**config.mk**
```make
export PLATFORM = sky130hd
export DESIGN_NAME = serial_boot_loader
export DESIGN_NICKNAME = d
export VERILOG_FILES = /design/src/rtl/hb_loader_pkg.sv /design/src/rtl/uart_rx_byte.sv /design/src/rtl/serial_boot_loader.sv
export SDC_FILE = /design/constraint.sdc
export NUM_CORES = 1
export LEC_CHECK = 0
export ABC_CLOCK_PERIOD_IN_PS = 2450
export CAP_MARGIN = 20
export CELL_PAD_IN_SITES_DETAIL_PLACEMENT = 1
export CELL_PAD_IN_SITES_GLOBAL_PLACEMENT = 1
export CORE_MARGIN = 1.5
export CORE_UTILIZATION = 40
export CTS_BUF_LIST = sky130_fd_sc_hd__clkbuf_16
export DETAILED_ROUTE_END_ITERATION = 8
export PLACE_DENSITY_LB_ADDON = 0.05
export SLEW_MARGIN = 10
export SYNTH_ARGS = -nofsm -noshare
export SYNTH_HDL_FRONTEND = slang
export SYNTH_SLANG_ARGS = --single-unit
export TNS_END_PERCENT = 100
```
**constraint.sdc**
```tcl
create_clock -name clk -period 2.45 [get_ports clk]
set_clock_uncertainty 0.05 [all_clocks]
set_input_delay 0.3675 -clock clk [delete_from_list [all_inputs] [get_ports clk]]
set_output_delay 0.3675 -clock clk [all_outputs]
set_load 0.03 [all_outputs]
```
**src/rtl/hb_loader_pkg.sv**
```systemverilog
// Shared types and constants for the serial boot loader and its byte receiver.
package hb_loader_pkg;

  localparam int unsigned DEFAULT_CLKS_PER_BIT = 16;
  localparam logic [7:0]  LEN_HI_MASK          = 8'hF0;

  typedef enum logic [2:0] {
    IDLE,
    LEN_LO,
    DATA,
    CSUM,
    DONE,
    ERROR
  } state_t;

  typedef enum logic [1:0] {
    RX_IDLE,
    RX_START,
    RX_BITS,
    RX_STOP
  } rx_state_t;

endpackage

```
**src/rtl/uart_rx_byte.sv**
```systemverilog
// 8N1 byte receiver: synchronises rx, re-checks the start bit at mid-bit and
// samples data and stop bits at bit-period intervals from there.
module uart_rx_byte
  import hb_loader_pkg::*;
#(
  parameter int unsigned CLKS_PER_BIT = DEFAULT_CLKS_PER_BIT
) (
  input  logic       clk,
  input  logic       rst,
  input  logic       en,
  input  logic       rx,
  output logic [7:0] byte_o,
  output logic       byte_valid,
  output logic       frame_err
);

  localparam int unsigned       CNT_W     = $clog2(CLKS_PER_BIT);
  localparam logic [CNT_W-1:0] HALF_LAST = CNT_W'(CLKS_PER_BIT / 2 - 1);
  localparam logic [CNT_W-1:0] FULL_LAST = CNT_W'(CLKS_PER_BIT - 1);

  logic             sync1;
  logic             sync2;
  logic             sync_prev;
  rx_state_t        rx_state;
  logic [CNT_W-1:0] cnt;
  logic [2:0]       bit_idx;
  logic [7:0]       shreg;

  always_ff @(posedge clk) begin
    if (rst) begin
      sync1      <= 1'b1;
      sync2      <= 1'b1;
      sync_prev  <= 1'b1;
      rx_state   <= RX_IDLE;
      cnt        <= '0;
      bit_idx    <= '0;
      shreg      <= '0;
      byte_o     <= '0;
      byte_valid <= 1'b0;
      frame_err  <= 1'b0;
    end else begin
      sync1      <= rx;
      sync2      <= sync1;
      sync_prev  <= sync2;
      byte_valid <= 1'b0;
      frame_err  <= 1'b0;
      if (!en) begin
        rx_state <= RX_IDLE;
        cnt      <= '0;
      end else begin
        case (rx_state)
          RX_IDLE: begin
            if (sync_prev && !sync2) begin
              rx_state <= RX_START;
              cnt      <= '0;
            end
          end
          RX_START: begin
            if (cnt == HALF_LAST) begin
              cnt      <= '0;
              bit_idx  <= '0;
              // A start bit that has gone high again by mid-bit was a glitch.
              rx_state <= sync2 ? RX_IDLE : RX_BITS;
            end else begin
              cnt <= cnt + 1'b1;
            end
          end
          RX_BITS: begin
            if (cnt == FULL_LAST) begin
              cnt   <= '0;
              shreg <= {sync2, shreg[7:1]};
              if (bit_idx == 3'd7) rx_state <= RX_STOP;
              else                 bit_idx  <= bit_idx + 1'b1;
            end else begin
              cnt <= cnt + 1'b1;
            end
          end
          RX_STOP: begin
            if (cnt == FULL_LAST) begin
              cnt      <= '0;
              rx_state <= RX_IDLE;
              if (sync2) begin
                byte_o     <= shreg;
                byte_valid <= 1'b1;
              end else begin
                frame_err <= 1'b1;
              end
            end else begin
              cnt <= cnt + 1'b1;
            end
          end
          default: rx_state <= RX_IDLE;
        endcase
      end
    end
  end

endmodule

```
**src/rtl/serial_boot_loader.sv**
```systemverilog
// Boot loader: receives LEN_HI, LEN_LO, N data bytes and a CSUM byte over 8N1,
// writes the data to RAM from address 0 and releases the CPU on a good checksum.
module serial_boot_loader
  import hb_loader_pkg::*;
#(
  parameter int unsigned CLKS_PER_BIT = DEFAULT_CLKS_PER_BIT,
  parameter int unsigned ADDR_W       = 12
) (
  input  logic              clk,
  input  logic              rst,
  input  logic              rx,
  output logic [ADDR_W-1:0] mem_addr,
  output logic [7:0]        mem_data,
  output logic              mem_we,
  output logic              cpu_rst_bar,
  output logic              done,
  output logic              error
);

  logic [7:0]        rx_byte;
  logic              byte_valid;
  logic              frame_err;
  logic              rx_en;
  state_t            state;
  logic [11:0]       len;
  logic [ADDR_W-1:0] idx;
  logic [7:0]        sum;

  assign rx_en = (state != DONE) && (state != ERROR);

  uart_rx_byte #(
    .CLKS_PER_BIT(CLKS_PER_BIT)
  ) u_rx (
    .clk       (clk),
    .rst       (rst),
    .en        (rx_en),
    .rx        (rx),
    .byte_o    (rx_byte),
    .byte_valid(byte_valid),
    .frame_err (frame_err)
  );

  always_ff @(posedge clk) begin
    if (rst) begin
      state       <= IDLE;
      len         <= '0;
      idx         <= '0;
      sum         <= '0;
      mem_addr    <= '0;
      mem_data    <= '0;
      mem_we      <= 1'b0;
      cpu_rst_bar <= 1'b0;
      done        <= 1'b0;
      error       <= 1'b0;
    end else begin
      mem_we <= 1'b0;
      if (frame_err && rx_en) begin
        state <= ERROR;
        error <= 1'b1;
      end else if (byte_valid) begin
        case (state)
          IDLE: begin
            if ((rx_byte & LEN_HI_MASK) != '0) begin
              state <= ERROR;
              error <= 1'b1;
            end else begin
              len[11:8] <= rx_byte[3:0];
              state     <= LEN_LO;
            end
          end
          LEN_LO: begin
            len[7:0] <= rx_byte;
            idx      <= '0;
            sum      <= '0;
            state    <= ({len[11:8], rx_byte} == 12'd0) ? CSUM : DATA;
          end
          DATA: begin
            mem_we   <= 1'b1;
            mem_addr <= idx;
            mem_data <= rx_byte;
            sum      <= sum + rx_byte;
            if (12'(idx) == len - 12'd1) state <= CSUM;
            else                         idx   <= idx + 1'b1;
          end
          CSUM: begin
            if (rx_byte == sum) begin
              state       <= DONE;
              done        <= 1'b1;
              cpu_rst_bar <= 1'b1;
            end else begin
              state <= ERROR;
              error <= 1'b1;
            end
          end
          default: ;
        endcase
      end
    end
  end

endmodule

```
==> results.cfg <==
[critical_path]
timing.critical_path.from_type = register
rrSetupSlack_ns = -0.001
cpPeakStageDelay_ns = 0.42
path_cells = nor4_4 > nand3_4 > a211oi_4 > a211oi_2 > o2111ai_4 > nand4_4 > or3_1 > a21oi_1
cp_slowest_cell = nor4_4
timing.rr.start = len[5]$_SDFFE_PP0P_
arrival_ns = 2.66
crit_path_max_fanout = 6
required_ns = 2.66
crit_type = register to register
reg2regPathDepth = 8
cp-end-kind = register
worstReg2RegEnd = idx[9]$_SDFFE_PP0P_

[sta]
finalCriticalPeriod_ns = 2.45
max_slew_margin_pct = 43.2
period_share_pct = 100
rsz0062_at_grt = true
fmax_mhz = 408
fin_ws_ns = -0.00115
drv_slew = 0
setup_violations = 1
tightest_slew_ns = 0.847
hold_viol_final = 0

[pwr]
leakagePower_nw = 1.93
p_int_mw = 2.24
power_frac_comb_pct = 2.0
clock_power_share_pct = 47.6
swShare_pct = 22.1
power.density_nw_per_um2 = 560
p_seq_share_pct = 50.3
ir_drop_mv = 0.268
net-switching-power_mw = 0.636

[route]
routed_wl_um = 11400
drc = 0
ant_nets = 0
wl_per_cell_um = 16.8
avgViaCountPerCell = 5.30
first_iter_violations = 115
firstDrtPassIters = 4
vias = 3606

[synth]
ys_top_cells_by_count = 88 x dfxtp_1, 74 x nand2_1, 62 x nor2_1, 52 x a21oi_1, 24 x mux2i_1
synth_area_um2 = 4170
synth_top_area_share_pct = 42.2
synth_area_leaders = dfxtp_1 42%, nand2_1 6.7%, a21oi_1 6.2%
synthArstFlopShare_pct = 0
synth_cells = 500
synth_top_area_cell = dfxtp_1
synth_flop_cell = dfxtp_1
synth_nets = 516
yosysSeqAreaShare_pct = 42.2
yosys_warnings = 0
synth_edf_count = 0
yosysMostFrequentCell = dfxtp_1
synth.distinct_cells = 50
avgSynthCellArea_um2 = 8.34
ys_ff_latch = 88

[floorplan]
initial_core_util_pct = 40.8
die_h_um = 105
die_w_um = 105
fp-row-count = 37
core_area_um2 = 10200
num_io_pins = 27
dieArea_um2 = 11000

[clocking]
root_buffer = clkbuf_16
tritoncts = yes
cts_max_path_buffers = 2
clock-sinks = 88
insertion_delay_ns = 0.34
cts_made_buffers = 9
htreeDepth = 3
clkTransAtPathRegs_ns = 0.06

[cells_and_area]
area_growth_pct = 23.0
num-fill-cells = 1228
drive_above_1_share_pct = 13.4
final_util_pct = 50.2
layout.nets = 556
stdcell_count = 681
stdcell_area_um2 = 5130

[place]
port_buffers = 26
dp.final_hpwl_um = 8240
dp.cells = 661
gp_congestion = 0.780
placed_area_um2 = 4700

[grt]
antenna_found_initial = 1
grt_overflow = 0
grt_max_degree = 50
grt_pass1_wl_um = 18600
grtUsageTotal_pct = 21.3
grt_pass1_vias = 3665

[flow_run]
drv_cap = 0

[worst_hold_path]
worstHoldPathCells = 2
hp-start = rst
hold_end = u_rx.bit_idx[0]$_SDFFE_PP0P_
hold_class = input pin to register

[outcome]
violations = setup timing
outcome = finished with violations
[critical path: cells and delay by family, from the launching register on]
family	cells	cell delay, ns
AND/OR/NAND/NOR	4	1.12
AO/OA/AOI/OAI	4	0.87
flip-flops	1	0.35
[metrics by stage]
stage / hold slack, ns / setup slack, ns / power (mW) / TNS [ns]
floorplan: 0.339 / 0.0954 / 1.52 / 0
global placement: 0.394 / 0.100 / 1.54 / 0
detailed placement: 0.401 / -0.0672 / 1.54 / -0.192
CTS: 0.386 / -0.00271 / 2.90 / -0.00271
global route: 0.412 / -0.136 / 2.96 / -0.930
finish: 0.390 / -0.00115 / 2.87 / -0.00115
[layer usage]
metal,vias up,wire length [um],track usage [%]
met5,-,0,0
met3,16,284,3.49
met4,0,138,7.63
met1,1741,5100,25.8
met2,46,5880,37.6
li1,1803,-,-
[final cells by class]
type / instances / area (um2) / area share (%)
diodes: 1 / 2.50 / 0.0488
clock buffers: 9 / 225 / 4.39
clock inverters: 6 / 62.6 / 1.22
inverters: 9 / 33.8 / 0.658
multi-input cells: 374 / 2370 / 46.1
flip-flops and latches: 88 / 1760 / 34.4
well taps: 136 / 170 / 3.32
repair buffers: 58 / 508 / 9.90
[what timing repair did]
item,4_1_cts,5_1_grt
pin swaps,1,14
hold buffers,0,0
endpoints found under the setup margin,7,14
buffers inserted,1,3
resized for setup,2,18
[flip-flops by register name (all words and copies together) (netlist names), 4 cells and up, named ones only]
name         cells
idx             12
len             12
mem_addr        12
mem_data         8
sum              8
u_rx.byte_o      8
u_rx.cnt         4
u_rx.shreg       8
[layout by cell type, fill, tap and decap left out, types with 2 or more instances in the layout]
cell type | synthesis | routed
clkbuf_16 | 0 | 9
mux2i_1 | 24 | 23
ha_1 | 12 | 11
nand3b_1 | 3 | 3
nor2_1 | 62 | 62
xor2_1 | 14 | 14
nor2b_1 | 6 | 6
nand2b_1 | 2 | 2
nor3_1 | 9 | 8
clkdlybuf4s50_1 | 0 | 25
buf_4 | 2 | 31
nor3b_1 | 2 | 2
a21oi_2 | 0 | 3
a211oi_1 | 2 | 2
a31oi_1 | 3 | 3
xnor2_1 | 14 | 13
a21o_1 | 2 | 2
or3_4 | 0 | 2
nand4_1 | 2 | 2
and2_1 | 2 | 2
o21ai_1 | 7 | 8
dfxtp_1 | 88 | 87
inv_1 | 9 | 11
o21ai_0 | 4 | 3
nand3_1 | 21 | 20
o21bai_1 | 4 | 4
a22oi_1 | 10 | 10
and3_1 | 4 | 4
or2_2 | 4 | 4
nor4_1 | 7 | 7
or3_1 | 8 | 6
nand2_1 | 74 | 74
a21oi_1 | 52 | 49
nor3_2 | 2 | 3
[logic make-up (layout without fill, tap and decap cells)]
logic type               Yosys count  count (layout)  synth area share (%)
AO/OA/AOI/OAI                     92              92                  13.4
XOR/XNOR                          28              28                  5.88
adder cells (fa/ha/maj)           13              13                  4.08
buffers and inverters             38              82                  3.69
flip-flops                        88              88                  42.2
multiplexers                      24              24                  5.76
other                              0               1                     0
AND/OR/NAND/NOR                  217             217                  24.9
[power by group through the flow]
stage,Sequential [mW],Clock (mW),Combinational [mW]
2_1_floorplan,1.47,0,0.0474
3_5_place_dp,1.48,0,0.0588
6_report,1.45,1.37,0.0582
3_3_place_gp,1.48,0,0.0569
4_1_cts,1.45,1.40,0.0590
5_1_grt,1.45,1.45,0.0660
[worst max path at each step]
stage / startpoint / to / slack (ns) / cells after the start
6_report: len[5]$_SDFFE_PP0P_ / idx[9]$_SDFFE_PP0P_ / -0.001 / 8
5_1_grt: len[0]$_SDFFE_PP0P_ / idx[9]$_SDFFE_PP0P_ / -0.14 / 9
4_1_cts: len[0]$_SDFFE_PP0P_ / idx[3]$_SDFFE_PP0P_ / -0.003 / 10
3_5_place_dp: len[0]$_SDFFE_PP0P_ / idx[11]$_SDFFE_PP0P_ / -0.07 / 10
3_3_place_gp: len[0]$_SDFFE_PP0P_ / idx[9]$_SDFFE_PP0P_ / 0.10 / 10
2_1_floorplan: len[0]$_SDFFE_PP0P_ / state[0]$_SDFFE_PP0P_ / 0.1 / 12
(Power assumes the default switching activity.)
